`config.mk`:
```
export PLATFORM = sky130hd
export DESIGN_NAME = uart_rx
export DESIGN_NICKNAME = d
export VERILOG_FILES = /design/src/rtl/uart_pkg.sv /design/src/rtl/sync_2ff.sv /design/src/rtl/uart_rx.sv
export SDC_FILE = /design/constraint.sdc
export NUM_CORES = 1
export LEC_CHECK = 0
export ABC_AREA = 0
export CAP_MARGIN = 20
export CORE_MARGIN = 5
export CORE_UTILIZATION = 50
export DETAILED_ROUTE_END_ITERATION = 16
export GPL_TIMING_DRIVEN = 0
export PLACE_DENSITY_LB_ADDON = 0.3
export SYNTH_ARGS = -nofsm -noshare
export SYNTH_HDL_FRONTEND = slang
export SYNTH_SLANG_ARGS = --single-unit
```
`constraint.sdc`:
```
create_clock -name clk -period 2.79 [get_ports clk]
set_input_delay 0.279 -clock clk [delete_from_list [all_inputs] [get_ports clk]]
set_output_delay 0.279 -clock clk [all_outputs]
set_load 0.005 [all_outputs]
```
`src/rtl/uart_pkg.sv`:
```
// uart_pkg: state enum, default bit timing and data width for uart_rx.
// The PARITY state exists only when UART_RX_PARITY_EN is defined.
package uart_pkg;
  localparam int DEFAULT_CLKS_PER_BIT = 868;
  localparam int DATA_W = 8;
`ifdef UART_RX_PARITY_EN
  typedef enum logic [2:0] {IDLE, START, DATA, PARITY, STOP} state_t;
`else
  typedef enum logic [2:0] {IDLE, START, DATA, STOP} state_t;
`endif
endpackage

```
`src/rtl/sync_2ff.sv`:
```
// sync_2ff: two-flop synchronizer for one asynchronous bit, resets to RESET_VAL.
module sync_2ff #(
  parameter logic RESET_VAL = 1'b1
) (
  input  logic clk,
  input  logic reset,
  input  logic d,
  output logic q
);
  logic m;
  always_ff @(posedge clk) {q, m} <= reset ? {RESET_VAL, RESET_VAL} : {m, d};
endmodule

```
`src/rtl/uart_rx.sv`:
```
// uart_rx: 8N1 UART receiver with one-byte holding register, frame and overrun pulses.
// Define UART_RX_PARITY_EN for 8E1 framing with a parity_err pulse.
module uart_rx
  import uart_pkg::*;
#(
  parameter int CLKS_PER_BIT = DEFAULT_CLKS_PER_BIT
) (
  input  logic              clk,
  input  logic              reset,
  input  logic              rxd,
  output logic [DATA_W-1:0] rx_data,
  output logic              rx_valid,
  input  logic              rx_ready,
  output logic              frame_err,
  output logic              overrun
`ifdef UART_RX_PARITY_EN
  ,
  output logic              parity_err
`endif
);
  localparam int CW = $clog2(CLKS_PER_BIT);
  localparam logic [CW-1:0] FULL = CW'(CLKS_PER_BIT - 1);
  localparam logic [CW-1:0] HALF = CW'(CLKS_PER_BIT / 2 - 1);
`ifdef UART_RX_PARITY_EN
  localparam state_t AFTER_DATA = PARITY;
`else
  localparam state_t AFTER_DATA = STOP;
`endif
  state_t state, nxt;
  logic rxs, rxs_d, tick, stop_hit, deliver;
  logic [CW-1:0] cnt;
  logic [2:0] bits;
  logic [DATA_W-1:0] sh;
  sync_2ff #(.RESET_VAL(1'b1)) u_sync (.clk(clk), .reset(reset), .d(rxd), .q(rxs));
  // START waits half a bit to land on the start-bit centre; later states step a full bit
  assign tick = (state == START) ? (cnt == HALF) : (cnt == FULL);
  assign stop_hit = (state == STOP) && tick;
  always_ff @(posedge clk) state <= reset ? IDLE : nxt;
  always_comb begin
    nxt = state;
    case (state)
      IDLE:    if (rxs_d && !rxs) nxt = START;
      START:   if (tick) nxt = rxs ? IDLE : DATA;
      DATA:    if (tick && bits == 3'd7) nxt = AFTER_DATA;
`ifdef UART_RX_PARITY_EN
      PARITY:  if (tick) nxt = STOP;
`endif
      STOP:    if (tick) nxt = IDLE;
      default: nxt = IDLE;
    endcase
  end
  always_ff @(posedge clk) begin
    if (reset) begin
      rxs_d     <= 1'b1;
      cnt       <= '0;
      bits      <= '0;
      sh        <= '0;
      rx_data   <= '0;
      rx_valid  <= 1'b0;
      frame_err <= 1'b0;
      overrun   <= 1'b0;
    end else begin
      rxs_d     <= rxs;
      cnt       <= (state == IDLE || tick) ? '0 : cnt + CW'(1);
      bits      <= (state != DATA) ? '0 : bits + 3'(tick);
      if (state == DATA && tick) sh <= {rxs, sh[DATA_W-1:1]};
      frame_err <= stop_hit && !rxs;
      overrun   <= deliver && rx_valid && !rx_ready;
      if (deliver && !(rx_valid && !rx_ready)) begin
        rx_data  <= sh;
        rx_valid <= 1'b1;
      end else if (rx_ready) begin
        rx_valid <= 1'b0;
      end
    end
  end
`ifdef UART_RX_PARITY_EN
  logic par_bad;
  always_ff @(posedge clk) begin
    if (reset) begin
      par_bad    <= 1'b0;
      parity_err <= 1'b0;
    end else begin
      if (state == PARITY && tick) par_bad <= rxs ^ (^sh);
      parity_err <= stop_hit && par_bad;
    end
  end
  assign deliver = stop_hit && rxs && !par_bad;
`else
  assign deliver = stop_hit && rxs;
`endif
endmodule
```
* Word-level counts from Yosys, hierarchy flattened
Cells that the tools add are included.
Operators by class: reduce and logical (&&, ||, !) cells 19, add/sub/neg operators 2, equal/unequal tests 11, muxes and demuxes 9
Operator list (number):
- $mux 3 | 4
- $pmux 3 s4 | 1
- $add 10x1->10 const B | 1
- $eq 10x10->1 const B | 1
- $eq 10x9->1 const B | 1
- $logic_and 1x1->1 | 10
- $ne 2x2->1 const B | 4
- $eq 3x2->1 const B | 2
- $reduce_and 4->1 | 1
- $reduce_or 2->1 | 2
- $add 3x1->3 | 1
- $eq 3x1->1 const B | 1
- $eq 3x3->1 const B | 1
- $logic_not 1->1 | 3
- $logic_not 3->1 | 1
- $mux 1 | 3
- $ne 3x2->1 const B | 1
- $mux 2 | 1
- $reduce_bool 2->1 | 1
- $logic_or 1x1->1 | 1
Word-level totals: output and inout bits 11, word-level logic and storage cells 52, input port bits 4, flip-flop bits (word level) 38

* Depth between registers and ports, before layout
Gate-level depths: netlist of run 1.
depth in word-level cells 6, mapped depth 8, mapped depth without buffers 7

* By module
Synthesis of run 1 repeated with hierarchy kept, for this count alone.
Unflattened totals: cell total of the unflattened synthesis 149, area total of the unflattened synthesis 1511.4 um^2
Modules (own cells, without submodules):
- uart_rx | times used 1, sequential area each 700.7 um^2, area an instance 1458.9 um^2, cells each 145
- sync_2ff | times used 1, sequential area each 40.0 um^2, area an instance 52.6 um^2, cells each 4

* Worst setup path after synthesis of run 1
No wires, ideal clock.
path type register -> register, start point reg state[1], end point reg bits[1], arrival 1.769 ns, path slack 0.906 ns, buffers on the path 1, data required time 2.674 ns, cell stages (with the launch flop) 8, path through dfxtp_1 buf_6 nor4b_4 nand4b_2 a21oi_2 ha_1 ha_1 and3_1
On the way: word-level cells in the longest chain between the ends 3, elaborated cells on any way between the ends 5
RTL lines:
- start: declaration | RTL line uart_rx.sv:29 | state_t state, nxt;
- start signal: assignment | RTL line uart_rx.sv:38 | always_ff @(posedge clk) state <= reset ? IDLE : nxt;
- $eq 3x1->1 | RTL line uart_rx.sv:36 | assign tick = (state == START) ? (cnt == HALF) : (cnt == FULL);
- $mux 1 | RTL line uart_rx.sv:36
- $add 3x1->3 | RTL line uart_rx.sv:65 | bits <= (state != DATA) ? '0 : bits + 3'(tick);
- end signal: assignment | RTL line uart_rx.sv:65
- end: declaration | RTL line uart_rx.sv:32 | logic [2:0] bits;
Parallel ways exist; a longest one is shown, timed or not. A chain may end at the register's enable or synchronous reset.

* Worst setup path in the final report of run 1
start point reg cnt[0], end point reg bits[1]
On the way: word-level cells in the longest chain between the ends 3, elaborated cells on any way between the ends 4
RTL lines:
- start: declaration | RTL line uart_rx.sv:31 | logic [CW-1:0] cnt;
- start signal: assignment | RTL line uart_rx.sv:64 | cnt <= (state == IDLE || tick) ? '0 : cnt + CW'(1);
- $eq 10x10->1 or $eq 10x9->1 (tied branches) | RTL line uart_rx.sv:36
- $mux 1 * | RTL line uart_rx.sv:36
- $add 3x1->3 * | RTL line uart_rx.sv:65
Every way passes the cells marked *; elsewhere a longest branch is shown, timed or not.

==> run_results.csv, run 1 <==
group,metric,value,unit
sta,hold_viol,0,
final_layout,layout-area-overhead-vs-synth,17.8,%
critical_path,setup.worst_path.start_class,"flip-flop",
global_route,wire_length_of_the_first_global_routing_pass,4960,um
yosys,synthDistinctLibCells,35,
critical_path,path_depth,6,
sta,skew,0.0124,ns
final_layout,fin_nets,173,
global_route,grt_start_max_net_pins,12,
floorplan,die_area,4370,um^2
placed_design,post-place-ws,0.671,ns
floorplan,rows,20,
global_route,antenna_found_initial,0,
final_layout,drive_above_1_share,0.108,
routing,met3RoutedLength,95,um
power_and_ir_drop,p_per_area,502,nW/um^2
final_layout,final_core_util,0.613,
clock_tree,cts_max_path_buffers,2,
routing,drt-vias-per-instance,5.22,
global_route,first_global_vias,1146,
yosys,netlist_area,1580,um^2
power_and_ir_drop,reported_leakage_power,0.769,nW
hold_path,class_of_the_worst_hold_path,"reg -> reg",
clock_tree,ctsResizeCount,0,
critical_path,cp_slowest_cell,"dfxtp_1",
global_route,grtUsageTotal,0.146,
yosys,synth_top_cell_area_share,0.470,
clock_tree,clock_latency,0.33,ns
critical_path,timing.setup.critical_path_class,"reg -> reg",
yosys,post_synthesis_sequential_element_count,37,
sta,minimum_clock_period_after_layout,2.14,ns
power_and_ir_drop,worst_ir_drop_on_vdd,0.276,mV
final_layout,antenna_cells_inserted,0,
placed_design,dpl_hpwl,1920,um
critical_path,critPathArrivalTime,2.36,ns
sta,min_period_over_period,0.766,
routing,post_drt_wl_per_cell,12.3,um
global_route,grt-ovfl-total,0,
floorplan,io_count,15,
critical_path,critPathMaxStageDelay,0.44,ns
placed_design,buffer_ports.inserted,14,
sta,timing.final.setup_violations,0,
sta,final_count_of_pins_violating_max_slew,0,
clock_tree,cts_hold_buf,0,
clock_tree,cts_tree,"done",
yosys,ys_warn_count,0,
sta,timing.final.ws_setup,0.652,ns
routing,drc,0,
routing,detailedRoute.firstIterationViolations,26,
sta,timing.fmax,468,MHz
routing,dr_total_vias,1101,
clock_tree,cts-root-buf,"clkbuf_4",
yosys,synthesized_netlist_net_count,152,
clock_tree,cts_num_sinks,37,
floorplan,placeableCoreArea,3030,um^2
sta,grt_setup_unrepaired,"false",
sta,setup_tns,0,ns
critical_path,crit_family,"simple AND/OR/NAND/NOR gates",
job,max-cap-violations,0,
clock_tree,h-tree-depth,2,
power_and_ir_drop,power.total,0.931,mW
routing,route.final.wire_length,2610,um
critical_path,cp.required,3.01,ns
clock_tree,clkTransAtPathRegs,0.10,ns
routing,dr.pass1.iters,4,
routing,drtAntennaViolNets,0,
hold_path,hold-path-cell-count,1,
sta,worst-slew-pin-transition,0.712,ns
placed_design,last_weighted_congestion_value_of_the_routability_driven_placer,0.781,
sta,timing.slew.headroom,0.524,
floorplan,die_height,66.1,um
yosys,yosys-top-cells-area,"dfxtp_1 (47%), mux2i_1 (10%), nand2b_1 (7.5%), xor2_1 (3.9%), nor3_1 (3.5%)",
yosys,cell_type_with_the_highest_aggregate_area_in_the_netlist,"dfxtp_1",
routing,top_layer_used,"met4",
routing,met2WireLength,1190,um
critical_path,crit_chain,"nor4bb_1 > nand2_1 > a21oi_2 > ha_1 > ha_1 > and3_1",
clock_tree,buffers_inserted_during_post_cts_setup_optimization,0,
critical_path,worstRegToRegCells,6,
floorplan,die_x,66.1,um
critical_path,cpMostUsedCell,"ha_1",
yosys,syn_inst,145,
yosys,seq_area_frac_synth,0.470,
routing,detail_route.wirelength.met1,1280,um
critical_path,worstSetupEndpointType,"flip-flop",
critical_path,worst-path-buf-inv,0,
yosys,avgSynthCellArea,10.9,um^2
floorplan,initial_core_util,0.520,
clock_tree,cts-buffers-inserted,5,
critical_path,timing.critical_path.fanout_max,10,
status,outcome,"finished, final reports clean",
cells in the mapped netlist:
cell	n
o21bai_1	1
and2_1	1
nor3_1	11
xor2_1	7
nor2_1	2
clkbuf_1	2
nor3b_1	2
and3_1	4
nor2b_1	1
mux2_2	1
ha_1	3
nand4b_2	1
a21oi_1	2
nand4_1	5
nor4b_4	1
a211oi_1	1
a211o_1	2
a21oi_2	1
buf_6	2
o211ai_1	1
or2_2	3
and4b_1	1
and3b_1	1
o2111ai_4	1
xnor2_1	2
dfxtp_1	37
inv_1	2
nand2b_1	19
mux2i_1	16
nand2_1	3
and4_1	2
a211oi_2	1
nor4bb_1	1
nand3_1	4
o2111a_1	1
layout make-up:
cell class | count | area (um^2)
well taps | 44 | 55.1
inverters | 2 | 7.51
flip-flops and latches | 37 | 741
repair buffers | 14 | 140
fillers | 262 | 1170
multi-input cells | 102 | 797
plain buffers | 4 | 30.0
clock buffers | 7 | 55.1
clock inverters | 1 | 30.0
power by group:
group / internal (mW) / leakage [nW] / switching (mW)
Sequential: 0.531 / 0.299 / 0.00328
Clock: 0.214 / 0.0455 / 0.161
Combinational: 0.0125 / 0.425 / 0.00959
Total: 0.757 / 0.769 / 0.174
per-layer routing:
layer,global-route usage,vias up
met5,0,-
met4,0.0685,0
met3,0.0391,5
met2,0.223,21
met1,0.191,504
li1,-,571
cell usage in the layout, fill, tap and decap left out, types with 2 or more instances in the layout:
cell type / synthesis / routed
or2_2: 3 / 3
clkbuf_1: 2 / 3
and3_1: 4 / 4
nand2b_1: 19 / 19
mux2i_1: 16 / 16
nand3_1: 4 / 4
dfxtp_1: 37 / 37
clkdlybuf4s50_1: 0 / 14
nand4_1: 5 / 5
and4_1: 2 / 2
inv_1: 2 / 2
nand2_1: 3 / 3
ha_1: 3 / 3
nor3_1: 11 / 11
xnor2_1: 2 / 2
nor3b_1: 2 / 2
clkbuf_4: 0 / 5
a211o_1: 2 / 2
xor2_1: 7 / 7
buf_6: 2 / 2
a21oi_1: 2 / 2
nor2_1: 2 / 2
cell families after synthesis:
family / share of synthesized area
simple gates: 0.254
flops: 0.470
mux: 0.109
compound gates: 0.0691
xor+xnor: 0.0500
buf+inv: 0.0238
fa+ha+maj: 0.0238
metrics by stage:
stage                     instance area, um^2  std cells  hold slack (ns)
final                                    1860        211            0.422
after global routing                     1860        211            0.445
after CTS                                1860        211            0.426
after detailed placement                 1770        203            0.399
after global placement                   1770        203            0.395
after floorplan                          1580        145            0.383
path summary, 6_finish.rpt:
path | start | end | slack, ns
min reg2reg | u_sync.m | u_sync.q | 0.42
min | u_sync.m | u_sync.q | 0.42
max | cnt[0] | bits[1] | 0.65
max reg2reg | cnt[0] | bits[1] | 0.65
state kept, by name (all words and copies together) (netlist names):
name	count
sh	8
overrun	1
cnt	10
u_sync.q	1
rxs_d	1
rx_valid	1
frame_err	1
bits	3
u_sync.m	1
rx_data	8
state	2
worst reg2reg max path, delay by kind of cell (launching register included):
kind | cells | cell delay [ns]
AO/OA/AOI/OAI | 1 | 0.41
adder cells (fa/ha/maj) | 2 | 0.47
flip-flops | 1 | 0.44
AND/OR/NAND/NOR | 3 | 0.73
Note: power is estimated with default switching activity, not from simulation.
==> run 2, diff against run 1 <==
clock period = 1.9 ns   (was 2.79 ns; I/O delays follow)
==> run 2 against run 1 <==
Effect of this change:
- utilization up 1.8 points
- global-route usage hardly changed
- clock skew increased by 0.00060 ns
- fmax grew 23%
- flip-flop and latch count stayed put
- largest power group unchanged
- clock-buffer cell count is the same
- wire length grew 2.7%
- cell count grew 0.95%
- largest cell class unchanged
==> run_results.csv, run 2 (synthesized netlist as in run 1, its figures left out) <==
group,metric,value,unit
sta,hold_viol,0,
placed_design,dpl_hpwl,1920,um
critical_path,timing.setup.critical_path_class,"reg -> reg",
global_route,antenna_found_initial,0,
final_layout,fin_nets,175,
floorplan,io_count,15,
power_and_ir_drop,worst_ir_drop_on_vdd,0.406,mV
routing,detailedRoute.firstIterationViolations,31,
routing,dr.pass1.iters,4,
sta,worst-slew-pin-transition,0.733,ns
status,outcome,"finished, final reports clean",
routing,route.final.wire_length,2680,um
critical_path,cp.required,2.13,ns
sta,timing.slew.headroom,0.510,
clock_tree,cts_num_sinks,37,
final_layout,largest_reg_flops,10,
sta,minimum_clock_period_after_layout,1.74,ns
clock_tree,clock_latency,0.33,ns
final_layout,max_flop_register,"cnt",
power_and_ir_drop,p_switching,0.259,mW
final_layout,layout-area-overhead-vs-synth,21.3,%
final_layout,mostFrequentLayoutCells,"dfxtp_1 (36), nand2b_1 (19), mux2i_1 (16), clkdlybuf4s50_1 (14), nor3_1 (11)",
floorplan,initial_core_util,0.520,
global_route,grtUsageTotal,0.147,
hold_path,class_of_the_worst_hold_path,"in -> reg",
hold_path,hold-path-endpoint,"u_sync.m",
routing,drc,0,
clock_tree,h-tree-depth,2,
global_route,grt-ovfl-total,0,
placed_design,last_weighted_congestion_value_of_the_routability_driven_placer,0.781,
sta,min_period_over_period,0.916,
routing,post_drt_wl_per_cell,12.6,um
routing,dr_total_vias,1114,
sta,timing.fmax,574,MHz
power_and_ir_drop,internal-power,1.11,mW
final_layout,antenna_cells_inserted,0,
floorplan,die_area,4370,um^2
routing,drtAntennaViolNets,0,
critical_path,worstRegToRegCells,6,
sta,final_count_of_pins_violating_max_slew,0,
sta,timing.final.setup_violations,0,
power_and_ir_drop,combinationalPowerShare,0.024,
power_and_ir_drop,power.total,1.37,mW
clock_tree,cts_hold_buf,0,
power_and_ir_drop,p_seq_frac,0.572,
clock_tree,cts_tree,"done",
critical_path,r2r_slack,0.16,ns
floorplan,placeableCoreArea,3030,um^2
critical_path,setup.worst_path.start_class,"flip-flop",
global_route,first_global_vias,1141,
critical_path,critPathArrivalTime,1.97,ns
routing,drt-vias-per-instance,5.23,
critical_path,crit-reg2reg-launch,"cnt[6]",
clock_tree,cts-root-buf,"clkbuf_4",
sta,skew,0.0130,ns
clock_tree,cts-buffers-inserted,5,
floorplan,rows,20,
final_layout,layout_commonest_cell,"dfxtp_1",
hold_path,hold-path-cell-count,2,
job,max-cap-violations,0,
hold_path,holdCritStartpoint,"rxd",
global_route,grt_start_max_net_pins,12,
power_and_ir_drop,power.clock.fraction,0.404,
critical_path,rr_endpoint,"bits[1]",
power_and_ir_drop,reported_leakage_power,0.801,nW
final_layout,reg.largest.list,"cnt: 10 flops, rx_data: 8 flops, sh: 8 flops",
placed_design,buffer_ports.inserted,14,
power_and_ir_drop,p_per_area,718,nW/um^2
final_layout,final_core_util,0.631,
floorplan,die_x,66.1,um
floorplan,die_height,66.1,um
final_layout,drive_above_1_share,0.142,
clock_tree,clkTransAtPathRegs,0.10,ns
clock_tree,cts_max_path_buffers,2,
power_and_ir_drop,p_sw_frac,0.189,
critical_path,worstSetupEndpointType,"flip-flop",
critical_path,timing.critical_path.fanout_max,7,
global_route,wire_length_of_the_first_global_routing_pass,4970,um
==> run 2: power by group through the flow <==
stage | Clock (mW) | Sequential, mW | Combinational (mW)
after floorplan | 0 | 0.801 | 0.0206
after detailed placement | 0 | 0.802 | 0.0326
after CTS | 0.572 | 0.784 | 0.0327
after global routing | 0.608 | 0.786 | 0.0370
final | 0.554 | 0.785 | 0.0332
after global placement | 0 | 0.802 | 0.0320
==> run 2: what timing repair did <==
item                       4_1_cts  5_1_grt
resized for setup                1        6
pin swaps                        0        2
buffers inserted                 1        1
hold endpoints to repair         0        0
setup endpoints to repair        3        3
==> run 2: area by class of cell <==
type / count / area (um^2)
fill: 258 / 1120
timing repair buffer: 16 / 155
sequential: 37 / 742
multi-input combinational: 102 / 836
tap: 44 / 55.1
clock buffer: 7 / 55.1
inverter: 2 / 7.51
clock inverter: 1 / 30.0
buffer: 4 / 30.0
==> run 2: worst max-delay path by stage <==
stage                         from      end  slack, ns  cells after the start
final                       cnt[6]  bits[1]       0.16                      6
after floorplan           state[1]  bits[1]       0.02                      7
after global placement      cnt[0]  bits[1]      -0.20                      6
after detailed placement    cnt[0]  bits[1]      -0.22                      6
after global routing        cnt[0]  bits[2]      -0.01                      7
after CTS                   cnt[0]  bits[2]       0.06                      7
==> run 2: metal layers <==
layer	share of wire	global-route usage	up-vias
met2	0.46	0.226	21
met4	0.015	0.0635	0
met5	0	0	-
li1	-	-	575
met1	0.49	0.192	513
met3	0.035	0.0391	5
==> run 2: stage by stage <==
step	TNS [ns]	hold slack (ns)	area (um^2)	std cells	setup WS [ns]
after global routing	-0.0103	0.428	1910	213	-0.0103
after detailed placement	-0.510	0.399	1770	203	-0.219
final	0	0.421	1910	213	0.159
after floorplan	0	0.294	1580	145	0.0159
after global placement	-0.437	0.395	1770	203	-0.197
after CTS	0	0.405	1870	212	0.0620
==> run 2: worst max-delay path: stages (launching register included) <==
cell and delay, ns:
dfxtp_1 0.41, nor4b_4 0.35, nand4b_4 0.18, a21oi_4 0.16, ha_1 0.17, ha_1 0.21
and3_1 0.16
